===== src/rtl/alu_pkg.sv =====
// Shared definitions for the ALU command driver: opcodes, FSM states, error rule.
package alu_pkg;

  localparam logic [2:0] OP_ADD  = 3'b000;
  localparam logic [2:0] OP_SUB  = 3'b001;
  localparam logic [2:0] OP_AND  = 3'b010;
  localparam logic [2:0] OP_OR   = 3'b011;
  localparam logic [2:0] OP_XOR  = 3'b100;
  localparam logic [2:0] OP_MUL  = 3'b101;
  localparam logic [2:0] OP_DIV  = 3'b110;
  localparam logic [2:0] OP_RSVD = 3'b111;

  typedef enum logic [1:0] {
    ST_IDLE = 2'd0,
    ST_WAIT = 2'd1,
    ST_RESP = 2'd2
  } drv_state_t;

  // A command is in error when its opcode is reserved or it divides by zero.
  function automatic logic is_err(input logic [2:0] op, input logic [3:0] b);
    return (op == OP_RSVD) || ((op == OP_DIV) && (b == 4'd0));
  endfunction

endpackage


===== src/rtl/alu_cmd_driver_sat_counter.sv =====
// Saturating up-counter with a synchronous clear; sticks at all-ones.
module sat_counter #(
  parameter int CNT_W = 16
) (
  input  logic             clk,
  input  logic             clear,
  input  logic             inc,
  output logic [CNT_W-1:0] count
);

  // Count increments until all-ones, then holds; clear has priority.
  always_ff @(posedge clk) begin
    if (clear) begin
      count <= '0;
    end else if (inc && (count != '1)) begin
      count <= count + CNT_W'(1);
    end
  end

endmodule


===== src/rtl/alu_cmd_driver.sv =====
// Requester-side front end for the 4-bit ALU: accepts tagged commands, holds
// the ALU operands stable for a settle window, then returns the captured result.
module alu_cmd_driver
  import alu_pkg::*;
#(
  parameter int TAG_W         = 4,
  parameter int SETTLE_CYCLES = 1,
  parameter int CNT_W         = 16
) (
  input  logic             clk,
  input  logic             rst,
  input  logic             cmd_valid,
  output logic             cmd_ready,
  input  logic [2:0]       cmd_op,
  input  logic [3:0]       cmd_a,
  input  logic [3:0]       cmd_b,
  input  logic [TAG_W-1:0] cmd_tag,
  output logic [3:0]       alu_a,
  output logic [3:0]       alu_b,
  output logic [2:0]       alu_opcode,
  input  logic [7:0]       alu_result,
  output logic             rsp_valid,
  input  logic             rsp_ready,
  output logic [7:0]       rsp_result,
  output logic [TAG_W-1:0] rsp_tag,
  output logic             rsp_err,
  output logic [CNT_W-1:0] ops_done,
  output logic [CNT_W-1:0] err_count
);

  localparam int SET_W = (SETTLE_CYCLES < 2) ? 1 : $clog2(SETTLE_CYCLES + 1);

  drv_state_t       state;
  logic [SET_W-1:0] settle_cnt;
  logic             cmd_fire;
  logic             rsp_fire;

  // A new command can enter when idle, or when the pending response leaves this cycle.
  assign cmd_ready = (state == ST_IDLE) || ((state == ST_RESP) && rsp_ready);
  assign cmd_fire  = cmd_valid && cmd_ready;
  assign rsp_fire  = rsp_valid && rsp_ready;

  // Main FSM: accept, settle-count, capture, then hold the response until consumed.
  always_ff @(posedge clk) begin
    if (rst) begin
      state      <= ST_IDLE;
      settle_cnt <= '0;
      alu_a      <= '0;
      alu_b      <= '0;
      alu_opcode <= '0;
      rsp_valid  <= 1'b0;
      rsp_result <= '0;
      rsp_tag    <= '0;
      rsp_err    <= 1'b0;
    end else begin
      if (rsp_fire) begin
        rsp_valid <= 1'b0;
      end
      if (cmd_fire) begin
        alu_a      <= cmd_a;
        alu_b      <= cmd_b;
        alu_opcode <= cmd_op;
        rsp_tag    <= cmd_tag;
        rsp_err    <= is_err(cmd_op, cmd_b);
        settle_cnt <= SET_W'(SETTLE_CYCLES);
        state      <= ST_WAIT;
      end else begin
        case (state)
          ST_IDLE: begin
            state <= ST_IDLE;
          end
          ST_WAIT: begin
            if (settle_cnt == SET_W'(1)) begin
              rsp_result <= rsp_err ? 8'h00 : alu_result;
              rsp_valid  <= 1'b1;
              state      <= ST_RESP;
            end else begin
              settle_cnt <= settle_cnt - SET_W'(1);
            end
          end
          ST_RESP: begin
            if (rsp_ready) begin
              state <= ST_IDLE;
            end
          end
          default: begin
            state <= ST_IDLE;
          end
        endcase
      end
    end
  end

  sat_counter #(.CNT_W(CNT_W)) u_ops_cnt (
    .clk   (clk),
    .clear (rst),
    .inc   (rsp_fire),
    .count (ops_done)
  );

  sat_counter #(.CNT_W(CNT_W)) u_err_cnt (
    .clk   (clk),
    .clear (rst),
    .inc   (rsp_fire && rsp_err),
    .count (err_count)
  );

endmodule


===== config.mk =====
export PLATFORM = sky130hd
export DESIGN_NAME = alu_cmd_driver
export DESIGN_NICKNAME = d
export VERILOG_FILES = /design/src/rtl/alu_pkg.sv /design/src/rtl/alu_cmd_driver_sat_counter.sv /design/src/rtl/alu_cmd_driver.sv
export SDC_FILE = /design/constraint.sdc
export NUM_CORES = 1
export LEC_CHECK = 0
export ABC_AREA = 1
export BUFFER_PORTS_ARGS = -buffer_cell sky130_fd_sc_hd__buf_2
export CAP_MARGIN = 40
export CORE_ASPECT_RATIO = 0.7
export CORE_UTILIZATION = 45
export CTS_CLUSTER_DIAMETER = 200
export DETAILED_ROUTE_END_ITERATION = 12
export PLACE_DENSITY_LB_ADDON = 0.25
export SLEW_MARGIN = 20
export SYNTH_ARGS = -nofsm -noshare
export SYNTH_HDL_FRONTEND = slang
export SYNTH_SLANG_ARGS = --single-unit
export TNS_END_PERCENT = 30

===== constraint.sdc =====
create_clock -name clk -period 2.51 [get_ports clk]
set_clock_uncertainty 0.2 [all_clocks]
set_input_delay 0.1255 -clock clk [delete_from_list [all_inputs] [get_ports clk]]
set_output_delay 0.1255 -clock clk [all_outputs]
set_load 0.03 [all_outputs]

==> results.tsv, run 1 <==
metric	value	unit
status	finished clean	
drc	0	
grt_pass1_wl	11900	um
fin_crit	1910	ps
grt_pass1_vias	2639	
place.gp.congestion	0.796	
postRouteAntennaNets	0	
rrSetupSlack	600	ps
synth_top_area_share	41.9	%
synth-seq-cells	60	
ys_async_sr_fraction	0	%
synthDistinctLibCells	28	
worst_pin_slew	493	ps
insertion_delay	330	ps
grt_overflow	0	
clkPwrFrac	41.7	%
max_cap_violations	0	
cp-endpoint	u_err_cnt.count[7]$_SDFFE_PP0P_	
power_frac_seq	48.0	%
synth_adder_area_share	0.874	%
syn_area	0.00286	mm^2
antenna_found_initial	0	
synth_top_family_by_area	simple AND/OR/NAND/NOR gates	
postLayoutCellArea	0.00375	mm^2
syn_avg_cell_area	6.93	um^2
relSlewSlack	67.1	%
r2r_start	u_err_cnt.count[0]$_SDFFE_PP0P_	
synth_compound_area_share	11.8	%
synth_fp_nets	442	
placed_area	0.00332	mm^2
vias	2943	
synthSimpleGateAreaFrac	35.3	%
cp_max_fo	12	
grt_util_all_layers	22.3	%
period_share	76.2	%
synth_xor_area_share	3.67	%
tritoncts	built	
avgRoutedWirePerCell	11.9	um
fill_cells	537	
path_class	register to register	
yosys_warnings	0	
finalSetupTns	0	ps
synth-main-ff-cell	dfxtp_1	
dr.pass1.iters	4	
io_buffer_count	84	
ir_worst_vdd	0.000407	V
required	2580	ps
num_rows	23	
clk_pin_slew	70	ps
num-nets-final	551	
start_util	48.3	%
core_area	0.00593	mm^2
rsz0062_at_grt	no	
swShare	25.6	%
totalPowerFinal	2.06	mW
die_y	68.7	um
area_growth_syn_to_layout	30.9	%
hp-class	input pin to register	
synthMuxAreaShare	0	%
fmaxAchievable	523	MHz
cts_sinks	60	
syn_inst	413	
slew_viol_final	0	
setup_viol	0	
cellPowerDensity	551	mW/mm^2
pin_count	85	
grt_max_degree	27	
yosysTopAreaCell	dfxtp_1	
die-area	0.00669	mm^2
combPwrFrac	10.3	%
drive_above_1_share	23.2	%
wl	7170	um
cp_data_arrival_time	1990	ps
ff2ff_path_depth	7	
viasPerCell	4.90	
diodes	0	
synth_edf_count	0	
ctsResizeCount	0	
timing.rr.end	u_err_cnt.count[7]$_SDFFE_PP0P_	
leakagePower	1.61	nW
htree_levels	3	
drt_iter0_markers	103	
ys_top_cells_by_area	dfxtp_1, nand2_1, a21oi_1	
root_buffer	clkbuf_8	
critPathLaunch	u_err_cnt.count[0]$_SDFFE_PP0P_	
die_x	97.4	um
dpl.hpwl	4870	um
p_switching	0.528	mW
clock_path_buffers	2	
internal-power	1.54	mW
ys_seq_area_share	41.9	%
startpoint_type	register	
cts_buffers	9	
endpoint_kind	register	
finalHoldViolCount	0	
-- worst min-delay path by stage --
stage / startpoint / end / slack, ps / depth (start not counted)
after floorplan: cmd_a[0] / alu_a[0]$_SDFFE_PP0P_ / 70 / 2
after CTS: rst / rsp_tag[0]$_SDFFE_PP0P_ / 30 / 2
after detailed placement: cmd_a[3] / alu_a[3]$_SDFFE_PP0P_ / 190 / 3
after global routing: rst / rsp_result[4]$_SDFFE_PP0P_ / 60 / 2
final: rst / alu_b[1]$_SDFFE_PP0P_ / 50 / 2
after global placement: cmd_a[2] / alu_a[2]$_SDFFE_PP0P_ / 170 / 3
-- cells in the mapped netlist (2+ instances only) --
master    number
nand2_2        4
nand3b_1       2
clkbuf_1       6
nor2_4         3
buf_6          3
dfxtp_1       60
nand4_1       10
a21oi_1       50
nor2_1        43
xor2_1         7
nor2_2         8
inv_1         28
o21ai_0        5
inv_2          3
nand3_1       27
nand2_1      136
ha_1           2
xnor2_1        5
a21oi_2        2
-- stage by stage --
stage	instances	util, %	hold slack (ps)	setup slack (ps)
after detailed placement	562	56.0	187	621
after floorplan	413	-	68.4	586
after CTS	601	63.2	30.1	587
after global routing	601	63.2	59.1	406
final	601	63.2	46.1	596
after global placement	562	56.0	174	667
-- cell type report --
cell class | instances | area [um^2] | share of cell area (%)
Multi-Input combinational cell | 311 | 1480 | 39.4
Tap cell | 75 | 93.8 | 2.50
Clock buffer | 11 | 141 | 3.77
Inverter | 31 | 116 | 3.10
Sequential cell | 60 | 1200 | 32.0
Clock inverter | 4 | 50.0 | 1.34
Timing Repair Buffer | 109 | 668 | 17.8
-- layer usage --
metal	share of wire, %	track usage (%)
met1	49	28.1
met2	45	37.5
met3	5.8	6.65
met4	1.1	6.80
met5	0	0
-- power groups by stage --
stage | combinational, mW | clock, mW | sequential [mW]
floorplan | 0.0780 | 0 | 1.06
global placement | 0.180 | 0 | 1.01
detailed placement | 0.183 | 0 | 1.01
CTS | 0.211 | 0.867 | 0.990
global route | 0.233 | 0.913 | 0.993
finish | 0.213 | 0.860 | 0.991
-- cells by family (layout without fill, tap and decap cells) --
logic type               count (synthesis)  count (layout)
AND/OR/NAND/NOR                        235             235
flip-flops                              60              60
adder cells (fa/ha/maj)                  2               2
buffers and inverters                   42             155
AO/OA/AOI/OAI                           62              62
XOR/XNOR                                12              12
-- sequential cells by signal, indices dropped and copies added (netlist names) --
name             cells
u_err_cnt.count     16
u_ops_cnt.count     16
rsp_result           8
alu_a                4
alu_b                4
rsp_tag              4
alu_opcode           3
state                2
rsp_err              1
rsp_valid            1
settle_cnt           1
-- layout by cell type, fill, tap and decap left out, types with 4 or more instances in the layout --
cell / netlist / final
dlygate4sd3_1: 0 / 24
xnor2_1: 5 / 5
inv_1: 28 / 28
nor2_1: 43 / 43
dfxtp_1: 60 / 60
nand3_1: 27 / 27
xor2_1: 7 / 7
nand2_1: 136 / 136
clkbuf_8: 0 / 10
buf_2: 1 / 84
nand4_1: 10 / 10
o21ai_0: 5 / 5
nor2_2: 8 / 8
a21oi_1: 50 / 50
nand2_2: 4 / 4
-- worst max-delay path, stage by stage (launching register included) --
cell     delay (ps)
dfxtp_1         400
ha_1            280
inv_1            70
nor2_2          120
nand2_2          80
o21ai_2         430
nand2_1         120
a21oi_2         140
-- timing repair --
action	in CTS	in global routing
hold buffers	24	0
endpoints found under the setup margin	0	0
setup buffers	0	0
hold endpoints to repair	26	0
No activity file was read; power rests on OpenSTA's default activity.
==> run 2, diff against run 1 <==
==> constraint.sdc (replaced) <==
create_clock -name clk -period 1.6 [get_ports clk]
set_clock_uncertainty 0.2 [all_clocks]
set_input_delay 0.08 -clock clk [delete_from_list [all_inputs] [get_ports clk]]
set_output_delay 0.08 -clock clk [all_outputs]
set_load 0.03 [all_outputs]
==> run 2 against run 1 <==
Against the previous run: critical path depth increased by 2; via count increased by 9.4%; clock-buffer cell count unchanged; fmax grew 21%; cell count grew 6.5%; sequential power grew 55%; sequential share of layout area fell by 2.6 points; critical endpoint is now u_ops_cnt.count[13]$_SDFFE_PP0P_; highest routed layer unchanged.
==> results.tsv, run 2 (same netlist as run 1, synthesis figures left out) <==
metric	value	unit
max_cap_violations	0	
fmaxAchievable	631	MHz
reg_top3	u_err_cnt.count (16), u_ops_cnt.count (16), rsp_result (8)	
min-delay-start	rsp_result[1]$_SDFFE_PP0P_	
endpoint_kind	register	
rsz0062_at_grt	yes	
ff2ff_path_depth	9	
post-route-util	72.2	%
avgRoutedWirePerCell	13.4	um
grt_util_all_layers	24.7	%
hp-class	register to register	
r2r_start	u_ops_cnt.count[1]$_SDFFE_PP0P_	
area_growth_syn_to_layout	49.5	%
cp_max_fo	6	
path_class	register to register	
slew_viol_final	0	
viasPerCell	5.03	
vias	3219	
core_area	0.00593	mm^2
critPathLaunch	u_ops_cnt.count[1]$_SDFFE_PP0P_	
fin_crit	1590	ps
worst_pin_slew	457	ps
layout_commonest_cell	nand2_1	
cellPowerDensity	752	mW/mm^2
clock_path_buffers	2	
postRouteAntennaNets	0	
insertion_delay	330	ps
num-nets-final	589	
start_util	48.3	%
status	finished clean	
drt_iter0_markers	127	
grt_pass1_vias	2863	
die-area	0.00669	mm^2
finalHoldViolCount	0	
htree_levels	3	
rrSetupSlack	10	ps
setup_viol	0	
drive_above_1_share	37.9	%
cp_data_arrival_time	1610	ps
antenna_found_initial	0	
wl	8570	um
pin_count	85	
clk_pin_slew	70	ps
leakagePower	1.89	nW
final_cell_mix	nand2_1, buf_2, a21oi_1	
diodes	0	
dpl.hpwl	5370	um
place.gp.congestion	0.817	
required	1620	ps
postLayoutCellArea	0.00428	mm^2
ir_worst_vdd	0.000710	V
timing.rr.end	u_ops_cnt.count[13]$_SDFFE_PP0P_	
die_x	97.4	um
io_buffer_count	84	
grt_max_degree	48	
grt_pass1_wl	13100	um
num_rows	23	
finalSetupTns	0	ps
startpoint_type	register	
cts_buffers	9	
tritoncts	built	
drc	0	
root_buffer	clkbuf_8	
dr.pass1.iters	4	
grt_overflow	0	
min_to	rsp_result[1]$_SDFFE_PP0P_	
cts_sinks	60	
relSlewSlack	69.5	%
hold_depth	2	
period_share	99.1	%
placed_area	0.00361	mm^2
die_y	68.7	um
## run 2: cell types whose count changed in the layout (fill, tap and decap cells not counted), moves of 3 or more
cell | before | now
buf_12 | 0 | 3
buf_4 | 1 | 31
dfxtp_1 | 60 | 30
dfxtp_2 | 0 | 21
dfxtp_4 | 0 | 9
nand2_1 | 136 | 130
nand2_4 | 1 | 5
nor2_1 | 43 | 32
nor2_2 | 8 | 13
nor2_4 | 3 | 9
## run 2: timing repair
| item | CTS | global route |
|---|---|---|
| buffers inserted | 4 | 5 |
| hold buffers | 26 | 0 |
| resized for setup | 4 | 37 |
| pin swaps | 6 | 18 |
| endpoints found under the setup margin | 22 | 46 |
| cloned | 1 | 0 |
| endpoints found under the hold margin | 43 | 0 |
## run 2: routing by layer
layer | GRT usage (%) | up-vias | part of all wire (%)
met5 | 0 | - | 0
met4 | 6.80 | 0 | 1.6
met3 | 7.06 | 15 | 6.6
met2 | 45.2 | 110 | 48
met1 | 29.2 | 1460 | 44
li1 | - | 1634 | -
## run 2: worst max path at each step
| stage | end | slack [ps] |
|---|---|---|
| after detailed placement | u_ops_cnt.count[13]$_SDFFE_PP0P_ | -70 |
| final | u_ops_cnt.count[13]$_SDFFE_PP0P_ | 10 |
| after global placement | u_err_cnt.count[12]$_SDFFE_PP0P_ | -3 |
| after global routing | u_ops_cnt.count[15]$_SDFFE_PP0P_ | -90 |
| after CTS | u_ops_cnt.count[13]$_SDFFE_PP0P_ | 3 |
| after floorplan | u_ops_cnt.count[11]$_SDFFE_PP0P_ | -6 |
## run 2: layout make-up
cell class	count	area, um^2
Fill cell	466	1650
Sequential cell	60	1260
Multi-Input combinational cell	312	1630
Timing Repair Buffer	146	996
Tap cell	75	93.8
Clock buffer	11	131
Clock inverter	5	52.6
Inverter	31	119
## run 2: report_power, final
part | leakage (nW) | switching (mW) | internal, mW | total, mW
sequential | 0.505 | 0.0222 | 1.52 | 1.54
combinational | 1.30 | 0.226 | 0.147 | 0.373
clock | 0.0931 | 0.594 | 0.712 | 1.31
total | 1.89 | 0.842 | 2.38 | 3.22
## run 2: stage by stage
stage	hold slack, ps	instances	total power, mW	worst slack [ps]
finish	262	640	3.22	14.6
global route	285	640	3.33	-93.4
CTS	262	636	3.22	3.09
detailed placement	137	589	1.88	-69.3
global placement	129	589	1.88	-3.24
floorplan	22.9	413	1.77	-5.55
## run 2: worst max-delay path: stages, from the launching register on
cell and delay [ps]:
dfxtp_4 360, ha_4 160, nand2_4 50, nor2_4 120, nand2_4 100, nor2_4 130
nor2_4 50, buf_12 120, a21oi_1 120, nor2_1 60
==> run 3, diff against run 2 <==
--- a/config.mk
+++ b/config.mk
@@ -12,6 +12,7 @@
 export CORE_UTILIZATION = 45
 export CTS_CLUSTER_DIAMETER = 200
 export DETAILED_ROUTE_END_ITERATION = 12
+export MAX_ROUTING_LAYER = met4
 export PLACE_DENSITY_LB_ADDON = 0.25
 export SLEW_MARGIN = 20
 export SYNTH_ARGS = -nofsm -noshare
==> run 3 against run 2 <==
Against the previous run: design area unchanged; via count increased by 0.25%; critical path depth unchanged; flip-flop and latch count unchanged; die area unchanged; largest cell class unchanged; non-clock buffer count unchanged; critical path type unchanged.
==> results.tsv, run 3 (same netlist as run 1, synthesis figures left out) <==
metric	value	unit
place_ws	-69.3	ps
leakagePower	1.89	nW
hp-class	register to register	
avgRoutedWirePerCell	13.4	um
worst_pin_slew	461	ps
diodes	0	
grt_util_all_layers	25.5	%
cp_max_fo	3	
pin_count	85	
cp_data_arrival_time	1610	ps
insertion_delay	330	ps
period_share	99.0	%
num-nets-final	589	
swShare	26.1	%
cp_slowest_stage_delay	360	ps
num_rows	23	
ir_worst_vdd	0.000710	V
place.gp.congestion	0.830	
finalHoldViolCount	0	
drc	0	
power_frac_seq	47.9	%
tritoncts	built	
fin_crit	1580	ps
rsz0062_at_grt	yes	
clk_pin_slew	70	ps
viasPerCell	5.04	
relSlewSlack	69.2	%
cellPowerDensity	751	mW/mm^2
cp_slowest_cell	dfxtp_4	
cts_sinks	60	
fmaxAchievable	631	MHz
grt_max_degree	48	
antenna_found_initial	0	
grt_pass1_vias	2865	
final_cell_mix	nand2_1, buf_2, a21oi_1	
max_cap_violations	0	
setup_viol	0	
drive_above_1_share	37.9	%
dpl.hpwl	5370	um
core_area	0.00593	mm^2
htree_levels	3	
slew_viol_final	0	
die-area	0.00669	mm^2
clock_path_buffers	2	
die_y	68.7	um
grt_pass1_wl	13100	um
dr.pass1.iters	4	
crit_chain	ha_4, nand2_4, nor2_4, buf_4, nand3_1, nor2_2, nand3b_1, nand2_1, nor2_1	
internal-power	2.38	mW
totalPowerFinal	3.22	mW
status	finished clean	
die_x	97.4	um
layout_commonest_cell	nand2_1	
reg_top3	u_err_cnt.count (16), u_ops_cnt.count (16), rsp_result (8)	
clkPwrFrac	40.5	%
vias	3227	
start_util	48.3	%
io_buffer_count	84	
required	1630	ps
root_buffer	clkbuf_8	
grt_overflow	0	
drt_iter0_markers	114	
postRouteAntennaNets	0	
wl	8550	um
combPwrFrac	11.6	%
worst_slack	15.4	ps
path_class	register to register	
cts_buffers	9	
p_switching	0.841	mW
hold_ws	263	ps
startpoint_type	register	
area_growth_syn_to_layout	49.5	%
endpoint_kind	register	
run 3: cell counts in the layout (fill, tap and decap cells not counted):
No cell type changed its count.
run 3: cell type report:
cell class	instances	area, um^2
fillers	466	1650
inverters	31	119
clock buffers	11	131
multi-input cells	312	1630
flip-flops and latches	60	1260
clock inverters	5	52.6
well taps	75	93.8
repair buffers	146	996
run 3: timing repair:
action / 4_1_cts / 5_1_grt
endpoints found under the setup margin: 22 / 46
resized for setup: 4 / 37
buffers inserted: 4 / 5
pin swaps: 6 / 18
hold endpoints to repair: 43 / 0
gates cloned: 1 / 0
hold buffers: 26 / 0
run 3: final timing paths:
path,from,depth (start not counted),slack (ps),endpoint
hold reg to reg,rsp_result[1]$_SDFFE_PP0P_,2,260,rsp_result[1]$_SDFFE_PP0P_
setup reg to reg,u_ops_cnt.count[1]$_SDFFE_PP0P_,9,20,u_ops_cnt.count[12]$_SDFFE_PP0P_
setup / recovery,u_ops_cnt.count[1]$_SDFFE_PP0P_,9,20,u_ops_cnt.count[12]$_SDFFE_PP0P_
hold / removal,rsp_result[1]$_SDFFE_PP0P_,2,260,rsp_result[1]$_SDFFE_PP0P_
run 3: routing by layer:
layer	routed length, um	vias up	GRT usage (%)
met5	0	-	-
met4	102	0	6.80
met3	550	11	6.35
met2	4190	128	45.0
met1	3710	1458	29.9
li1	-	1630	-
run 3: power by group through the flow:
| stage | registers [mW] | clock network (mW) | logic [mW] |
|---|---|---|---|
| 2_1_floorplan | 1.65 | 0 | 0.122 |
| 3_3_place_gp | 1.58 | 0 | 0.298 |
| 3_5_place_dp | 1.58 | 0 | 0.301 |
| 4_1_cts | 1.55 | 1.32 | 0.355 |
| 5_1_grt | 1.54 | 1.39 | 0.401 |
| 6_report | 1.54 | 1.30 | 0.373 |
run 3: stage by stage:
stage / instances / utilization, % / cell area [um^2] / setup TNS [ps]
3_5_place_dp: 589 / 60.8 / 3610 / -604
6_report: 640 / 72.2 / 4280 / 0
3_3_place_gp: 589 / 60.8 / 3610 / -6.49
4_1_cts: 636 / 69.8 / 4140 / 0
5_1_grt: 640 / 72.2 / 4280 / -477
2_1_floorplan: 413 / - / 2940 / -11.9
run 3: worst max-delay path, delay by kind of cell, from the launching register on:
kind	cells	cell delay [ps]
and+or+nand+nor	7	630
DFF	1	360
adders and majority gates	1	160
buffers and inverters	1	130
